`config.mk`:
```
export PLATFORM = sky130hd
export DESIGN_NAME = signal_table_pwm_player
export DESIGN_NICKNAME = d
export VERILOG_FILES = /design/src/rtl/signal_table_pwm_player_pkg.sv /design/src/rtl/signal_table_pwm_player_pwm_comparator.sv /design/src/rtl/signal_table_pwm_player.sv
export SDC_FILE = /design/constraint.sdc
export NUM_CORES = 1
export LEC_CHECK = 0
export ABC_AREA = 1
export BUFFER_PORTS_ARGS = -buffer_cell sky130_fd_sc_hd__buf_2
export CORE_MARGIN = 4
export CORE_UTILIZATION = 57
export CTS_BUF_LIST = sky130_fd_sc_hd__clkbuf_4 sky130_fd_sc_hd__clkbuf_8
export CTS_CLUSTER_DIAMETER = 150
export DETAILED_ROUTE_END_ITERATION = 6
export GPL_TIMING_DRIVEN = 0
export PLACE_DENSITY = 0.78
export RECOVER_POWER = 100
export SKIP_CTS_REPAIR_TIMING = 1
export SYNTH_ARGS = -nofsm -noshare
export SYNTH_HDL_FRONTEND = slang
export SYNTH_SLANG_ARGS = --single-unit
```
`constraint.sdc`:
```
create_clock -name Clk -period 1.91 [get_ports Clk]
set_clock_uncertainty 0.05 [all_clocks]
set_input_delay 0.382 -clock Clk [delete_from_list [all_inputs] [get_ports Clk]]
set_output_delay 0.382 -clock Clk [all_outputs]
set_load 0.005 [all_outputs]
```
`src/rtl/signal_table_pwm_player_pkg.sv`:
```
// signal_table_pwm_player_pkg: shared state encoding and PWM period helper
package signal_table_pwm_player_pkg;
    typedef enum logic [1:0] {
        IDLE  = 2'd0,
        PRIME = 2'd1,
        RUN   = 2'd2
    } state_t;
    // Final counter value of a PWM period lasting 2^dw-1 cycles
    function automatic int pwm_last(input int dw);
        return (1 << dw) - 2;
    endfunction
endpackage

```
`src/rtl/signal_table_pwm_player_pwm_comparator.sv`:
```
// signal_table_pwm_player_pwm_comparator: period counter, duty register and registered PWM compare
module signal_table_pwm_player_pwm_comparator
    import signal_table_pwm_player_pkg::*;
#(
    parameter int data_width = 8
) (
    input  logic                  Clk,
    input  logic                  Rst,
    input  logic                  load,
    input  logic                  run,
    input  logic [data_width-1:0] dutyIn,
    output logic                  pwmOut,
    output logic                  last,
    output logic [data_width-1:0] cnt
);
    localparam logic [data_width-1:0] CNT_LAST = data_width'(pwm_last(data_width));
    logic [data_width-1:0] r_cnt;
    logic [data_width-1:0] r_duty;
    logic                  r_pwm;
    assign last   = r_cnt == CNT_LAST;
    assign cnt    = r_cnt;
    assign pwmOut = r_pwm;
    // Compare runs one cycle behind the counter; a load restarts the period with a fresh duty
    always_ff @(posedge Clk or posedge Rst) begin
        if (Rst) begin
            r_cnt  <= '0;
            r_duty <= '0;
            r_pwm  <= 1'b0;
        end else begin
            r_pwm <= run && (r_cnt < r_duty);
            if (load) begin
                r_cnt  <= '0;
                r_duty <= dutyIn;
            end else begin
                r_cnt <= (run && !last) ? r_cnt + 1'b1 : '0;
            end
        end
    end
endmodule

```
`src/rtl/signal_table_pwm_player.sv`:
```
// signal_table_pwm_player: walks the signal table cyclically, playing each sample as one PWM period
module signal_table_pwm_player
    import signal_table_pwm_player_pkg::*;
#(
    parameter int data_width = 8,
    parameter int addr_width = 7,
    parameter int data_range = 100
) (
    input  logic                  Clk,
    input  logic                  Rst,
    input  logic                  En,
    input  logic [data_width-1:0] dataIn,
    output logic [addr_width-1:0] address,
    output logic                  WR,
    output logic                  pwmOut,
    output logic [addr_width-1:0] sampleIdx,
    output logic                  periodDone,
    output logic                  cycleDone,
    output logic                  busy
);
    localparam logic [addr_width-1:0] LAST_IDX = addr_width'(data_range - 1);
    localparam logic [data_width-1:0] CNT_PRE  = data_width'(pwm_last(data_width) - 1);
    state_t                r_state;
    logic [addr_width-1:0] r_address;
    logic [addr_width-1:0] r_sample_idx;
    logic [data_width-1:0] r_next_duty;
    logic                  r_period_done;
    logic                  r_cycle_done;
    logic                  r_busy;
    logic [data_width-1:0] w_cnt;
    logic [data_width-1:0] w_duty_in;
    logic [addr_width-1:0] w_next_addr;
    logic                  w_last;
    logic                  w_load;
    logic                  w_run;
    logic                  w_stop;
    assign w_stop      = r_state == RUN && w_last && !En;
    assign w_run       = r_state == RUN && !w_stop;
    assign w_load      = r_state == PRIME || (r_state == RUN && w_last && En);
    assign w_duty_in   = r_state == PRIME ? dataIn : r_next_duty;
    assign w_next_addr = r_sample_idx == LAST_IDX ? '0 : r_sample_idx + 1'b1;
    assign address     = r_address;
    assign sampleIdx   = r_sample_idx;
    assign periodDone  = r_period_done;
    assign cycleDone   = r_cycle_done;
    assign busy        = r_busy;
    assign WR          = 1'b0;

    signal_table_pwm_player_pwm_comparator #(.data_width(data_width)) u_cmp (
        .Clk   (Clk),
        .Rst   (Rst),
        .load  (w_load),
        .run   (w_run),
        .dutyIn(w_duty_in),
        .pwmOut(pwmOut),
        .last  (w_last),
        .cnt   (w_cnt)
    );

    // Sequencer: prefetch the next sample early in each period, swap it in on the last cycle
    always_ff @(posedge Clk or posedge Rst) begin
        if (Rst) begin
            r_state       <= IDLE;
            r_address     <= '0;
            r_sample_idx  <= '0;
            r_next_duty   <= '0;
            r_period_done <= 1'b0;
            r_cycle_done  <= 1'b0;
            r_busy        <= 1'b0;
        end else begin
            r_period_done <= r_state == RUN && w_cnt == CNT_PRE;
            r_cycle_done  <= r_state == RUN && w_cnt == CNT_PRE && r_sample_idx == LAST_IDX;
            case (r_state)
                IDLE: begin
                    r_address <= '0;
                    if (En) begin
                        r_state <= PRIME;
                        r_busy  <= 1'b1;
                    end
                end
                PRIME: begin
                    r_state      <= RUN;
                    r_sample_idx <= '0;
                end
                RUN: begin
                    if (w_cnt == '0) r_address <= w_next_addr;
                    if (w_cnt == data_width'(1)) r_next_duty <= dataIn;
                    if (w_last) begin
                        if (En) begin
                            r_sample_idx <= r_address;
                        end else begin
                            r_state   <= IDLE;
                            r_address <= '0;
                            r_busy    <= 1'b0;
                        end
                    end
                end
                default: begin
                    r_state <= IDLE;
                    r_busy  <= 1'b0;
                end
            endcase
        end
    end
endmodule

```
# Yosys cells after proc, flatten, opt, wreduce, memory -nomap -nowiden
# Index checks and enable logic that the tools add are counted.
[word_totals]
regBits = 44
wordCells = 63
in_bits = 11
output_inout_bits = 19
[op_classes]
order_cmp = 1
add_sub_neg = 2
n_eq_ne = 10
n_reduce_logical = 20
muxes = 19
bitwise = 1
[ops]
columns = ["cell", "count"]
rows = [
  ["$mux 7", 6],
  ["$pmux 7 s2", 2],
  ["$mux 8", 3],
  ["$eq 8x8->1 const B", 2],
  ["$add 8x1->8 const B", 1],
  ["$eq 8x1->1 const B", 1],
  ["$logic_and 1x1->1", 8],
  ["$logic_not 8->1", 1],
  ["$lt 8x8->1", 1],
  ["$add 7x1->7 const B", 1],
  ["$eq 7x7->1 const B", 1],
  ["$mux 2", 3],
  ["$ne 2x2->1 const B", 3],
  ["$pmux 2 s3", 1],
  ["$reduce_and 3->1", 2],
  ["$reduce_and 4->1", 1],
  ["$reduce_bool 2->1", 2],
  ["$logic_not 1->1", 3],
  ["$mux 1", 3],
  ["$pmux 1 s3", 1],
  ["$eq 2x1->1 const B", 1],
  ["$eq 2x2->1 const B", 1],
  ["$logic_not 2->1", 1],
  ["$ne 2x1->1 const B", 1],
  ["3 further kinds", 3],
]

# Longest topological paths before layout
[depth]
word_depth = 8
depth_mapped = 12

# By module
# Synthesis repeated with hierarchy kept, for this count alone.
[hier_totals]
hier_cells = 277
hier_area_um2 = 2323.5
[modules_own_cells]
columns = ["module", "cells_each", "instances", "area_per_inst_um2"]
rows = [
  ["signal_table_pwm_player", 173, 1, 1412.6],
  ["signal_table_pwm_player_pwm_comparator", 104, 1, 910.9],
]

# Least setup slack after synthesis
# Ideal clock, no wire load.
[synth_timing]
kind = "reg2reg"
start = "register u_cmp.r_cnt[0], in the netlist u_cmp.cnt[0]"
end = "register r_address[5], in the netlist address[5]"
path_stages_with_launch = 13
setup_ns = 0.116
synth_period_minus_slack_ns = 1.450
required_time_ns = 1.744
t_arrival_ns = 1.284
path_slack_ns = 0.460
cell_sequence = "dfrtp_1 inv_1 ha_1 inv_1 nor2_1 nand2_1 nand2_2 buf_8 nand2_8 nand2_1 inv_1 nand2_1 nand2_1"
[synth_via]
elab_chain_cells = 5
word_cells_on_any_way = 6
classes_between = "eq/ne: 1; mux: 4; reduce/logical: 1"
[synth_lines]
columns = ["element", "line_no", "text"]
rows = [
  ["start: declaration", "signal_table_pwm_player_pwm_comparator.sv:17", "logic [data_width-1:0] r_cnt;"],
  ["start signal: assignment", "signal_table_pwm_player_pwm_comparator.sv:35", "r_cnt <= (run && !last) ? r_cnt + 1'b1 : '0;"],
  ["$logic_not 8->1", "signal_table_pwm_player.sv:86", "if (w_cnt == '0) r_address <= w_next_addr;"],
  ["$mux 7", "signal_table_pwm_player.sv:86", ""],
  ["$mux 7", "signal_table_pwm_player.sv:89", "if (En) begin"],
  ["$mux 7 (*)", "signal_table_pwm_player.sv:88", "if (w_last) begin"],
  ["$pmux 7 s2 (*)", "signal_table_pwm_player.sv:73", "case (r_state)"],
  ["end signal: assignment", "signal_table_pwm_player.sv:86", ""],
  ["end: declaration", "signal_table_pwm_player.sv:24", "logic [addr_width-1:0] r_address;"],
]
# Every way passes the cells marked *; elsewhere a longest branch is shown, timed or not.
# A chain may end at the register's enable or synchronous reset.

# Final worst setup path
[layout_timing]
start = "register u_cmp.r_cnt[0], in the netlist u_cmp.cnt[0]"
end = "register r_address[0], in the netlist address[0]"
# The elaborated chain is that of the path after synthesis.

==> impl_metrics.ini <==
[route]
wl_um = 4780
post_drt_via_cell_ratio = 5.108
drtIter0Drc = 98
via_count = 1931
route.detailed.wl_per_inst_um = 12.65
drt-pass1-iter-count = 4
final_antenna_net_count = 0
drc_errors = 0

[timing]
setup_total_negative_slack_ns = 0
rsz0062_at_grt = false
slew_headroom_pct = 28.49
setup_violations = 0
timing.final.crit_period_ns = 1.665
layout_setup_ws_ns = 0.2449
worstMarginPinSlew_ns = 1.073
maxClockFrequency_ghz = 0.6006
slew_violations = 0
final_hold_viol_count = 0
min_period_over_period_pct = 87.18
timing.hold.ws_ns = 0.3077

[placement]
port_buffers = 28
place_congestion = 0.8456
detailed_place_hpwl_um = 3513
place_ws_ns = 0.2922
post_dp_cell_area_um2 = 2688

[cells_and_area]
final_layout_size_suffix_gt1_share_pct = 18.29
commonest_non_fill_non_tap_cells_in_the_layout = sky130_fd_sc_hd__nand2_1, sky130_fd_sc_hd__inv_1, sky130_fd_sc_hd__dfrtp_1
design_area_um2 = 2710
mostFrequentLayoutCell = sky130_fd_sc_hd__nand2_1
layout-area-overhead-vs-synth_pct = 9.949
final_net_count = 351
diodes = 0

[setup_path]
setup.worst_path.end_class = flip-flop
critical_path.reg2reg.startpoint = u_cmp.cnt[0]
reg2regPathDepth = 10
crit_type = flip-flop to flip-flop
regToRegEndpoint = address[0]
reg2reg_slack_ns = 0.24
startpoint_type = flip-flop
arrival_time_at_the_worst_endpoint_ns = 1.78
worst-endpoint-required_ns = 2.02
timing.critical_path.fanout_max = 10

[clock_network]
clk-insertion-delay-late_ns = 0.29
cts_buffers = 5
numClockSinks = 44
cts_tree = done
worst_setup_hold_path_clk_slew_ns = 0.08
cts-root-to-sink-buffers = 2
cts-htree-levels = 2
clock-root-buffer = sky130_fd_sc_hd__clkbuf_8

[floorplan]
die-area_um2 = 5441
design.core.area_um2 = 4086
boundary_pin_count = 30
core.rowCount = 23
floorplan.die.height_um = 73.76
floorplan.initialDensity_pct = 60.32
die_x_um = 73.76

[logic_synthesis]
synth_seq_cells = 44
synthesis.area_um2 = 2465
yosysWarningCount = 0
synthCells = 292
most_area_hungry_cell_type_in_the_yosys_netlist = sky130_fd_sc_hd__dfrtp_1
avgSynthCellArea_um2 = 8.441
syn_nets = 315
synth.top_cells.by_area = sky130_fd_sc_hd__dfrtp_1, sky130_fd_sc_hd__nand2_1, sky130_fd_sc_hd__inv_1, sky130_fd_sc_hd__ha_1, sky130_fd_sc_hd__o21ai_2
synth_top_area_share_pct = 44.67
sequential_area_share_after_synthesis_pct = 44.67
post_synth_num_cell_types = 32

[global_routing]
antenna_found_initial = 0
first_global_vias = 1994
grt_overflow = 0
grt_use_total_pct = 20.44
grt_max_degree = 45
grt_first_pass_wirelength_um = 8673

[status]
run_status = completed

[min_path]
sink_of_the_worst_hold_path = r_next_duty[3]
hold_path_origin = dataIn[3]
hold_path_class = primary input to flip-flop
min_delay_path_depth = 3

[run]
drv_cap = 0

[pwr]
static-leakage-power_nw = 1.460
vdd_drop_max_v = 0.0004511
power.density_cell_area_nw_per_um2 = 596.4
report_power, final:
| group | total (mW) | switching [mW] | internal (mW) | leakage, nW |
|---|---|---|---|---|
| registers | 0.943 | 0.00406 | 0.939 | 0.571 |
| clock network | 0.616 | 0.294 | 0.322 | 0.0503 |
| logic | 0.0569 | 0.0376 | 0.0193 | 0.839 |
Yosys cell counts:
master	count
sky130_fd_sc_hd__a21oi_1	14
sky130_fd_sc_hd__buf_2	1
sky130_fd_sc_hd__buf_4	1
sky130_fd_sc_hd__buf_6	4
sky130_fd_sc_hd__buf_8	1
sky130_fd_sc_hd__conb_1	1
sky130_fd_sc_hd__dfrtp_1	44
sky130_fd_sc_hd__ha_1	12
sky130_fd_sc_hd__inv_1	44
sky130_fd_sc_hd__inv_2	2
sky130_fd_sc_hd__nand2_1	67
sky130_fd_sc_hd__nand2_2	7
sky130_fd_sc_hd__nand2_4	1
sky130_fd_sc_hd__nand2_8	1
sky130_fd_sc_hd__nand3_1	15
sky130_fd_sc_hd__nand3b_1	1
sky130_fd_sc_hd__nand4_1	2
sky130_fd_sc_hd__nand4_4	1
sky130_fd_sc_hd__nor2_1	29
sky130_fd_sc_hd__nor2_2	1
sky130_fd_sc_hd__nor2_4	1
sky130_fd_sc_hd__nor2_8	2
sky130_fd_sc_hd__nor3_1	1
sky130_fd_sc_hd__nor3b_1	3
sky130_fd_sc_hd__o21a_1	1
sky130_fd_sc_hd__o21ai_0	11
sky130_fd_sc_hd__o21ai_1	3
sky130_fd_sc_hd__o21ai_2	16
sky130_fd_sc_hd__o21bai_1	1
sky130_fd_sc_hd__o22ai_1	1
sky130_fd_sc_hd__xnor2_1	1
sky130_fd_sc_hd__xor2_1	2
cell families (layout without fill, tap and decap cells):
logic type | after synthesis | count (layout) | synth area share, %
AND/OR/NAND/NOR | 132 | 132 | 25.84
flip-flops | 44 | 44 | 44.67
AO/OA/AOI/OAI | 47 | 47 | 12.23
XOR/XNOR | 3 | 3 | 1.066
buffers and inverters | 53 | 89 | 9.949
other | 1 | 1 | 0.1521
adder cells (fa/ha/maj) | 12 | 12 | 6.091
critical path, cell delays in order, from the launching register on:
cell                      delay (ns)
sky130_fd_sc_hd__dfrtp_1        0.43
sky130_fd_sc_hd__inv_1          0.12
sky130_fd_sc_hd__ha_1           0.15
sky130_fd_sc_hd__inv_1          0.03
sky130_fd_sc_hd__nor2_1         0.14
sky130_fd_sc_hd__nand2_1        0.07
sky130_fd_sc_hd__nand2_1        0.12
sky130_fd_sc_hd__buf_8          0.17
sky130_fd_sc_hd__nand2_8        0.08
sky130_fd_sc_hd__nand3_1        0.09
sky130_fd_sc_hd__o21ai_0        0.09
area by class of cell:
cell class                      instances  area (um2)
Timing Repair Buffer                   29       140.1
Clock buffer                            7       96.34
Fill cell                             367        1376
Sequential cell                        44        1101
Multi-Input combinational cell        195        1071
Tap cell                               50       62.56
Buffer                                  7       66.31
Inverter                               46       172.7
how the worst max path moves through the flow:
stage,depth (start not counted),startpoint,to
floorplan,1,Rst,address[0]
global route,7,u_cmp.cnt[1],r_next_duty[1]
detailed placement,10,u_cmp.cnt[0],address[0]
finish,10,u_cmp.cnt[0],address[0]
global placement,2,Rst,u_cmp.cnt[6]
CTS,10,u_cmp.cnt[0],address[0]
state kept, by name (all words and copies together) (netlist names):
signal / cells
address: 7
busy: 1
cycleDone: 1
periodDone: 1
r_next_duty: 8
r_state: 2
sampleIdx: 7
u_cmp.cnt: 8
u_cmp.pwmOut: 1
u_cmp.r_duty: 8
metrics by stage:
stage | power [mW] | instances | util (%)
2_1_floorplan | 1.003 | 292 | -
3_3_place_gp | 1.021 | 370 | 65.28
3_5_place_dp | 1.029 | 371 | 65.77
4_1_cts | 1.646 | 378 | 68.13
5_1_grt | 1.679 | 378 | 66.32
6_report | 1.616 | 378 | 66.32
metal layers:
layer	share of wire [%]	track usage, %	vias to the layer above	routed length [um]
met5	0	0	-	0
met2	48	35.43	44	2314
li1	-	-	987	-
met3	4.5	4.925	10	214
met4	1.7	6.640	0	80
met1	45	24.78	890	2169
No activity file was read; power rests on OpenSTA's default activity.
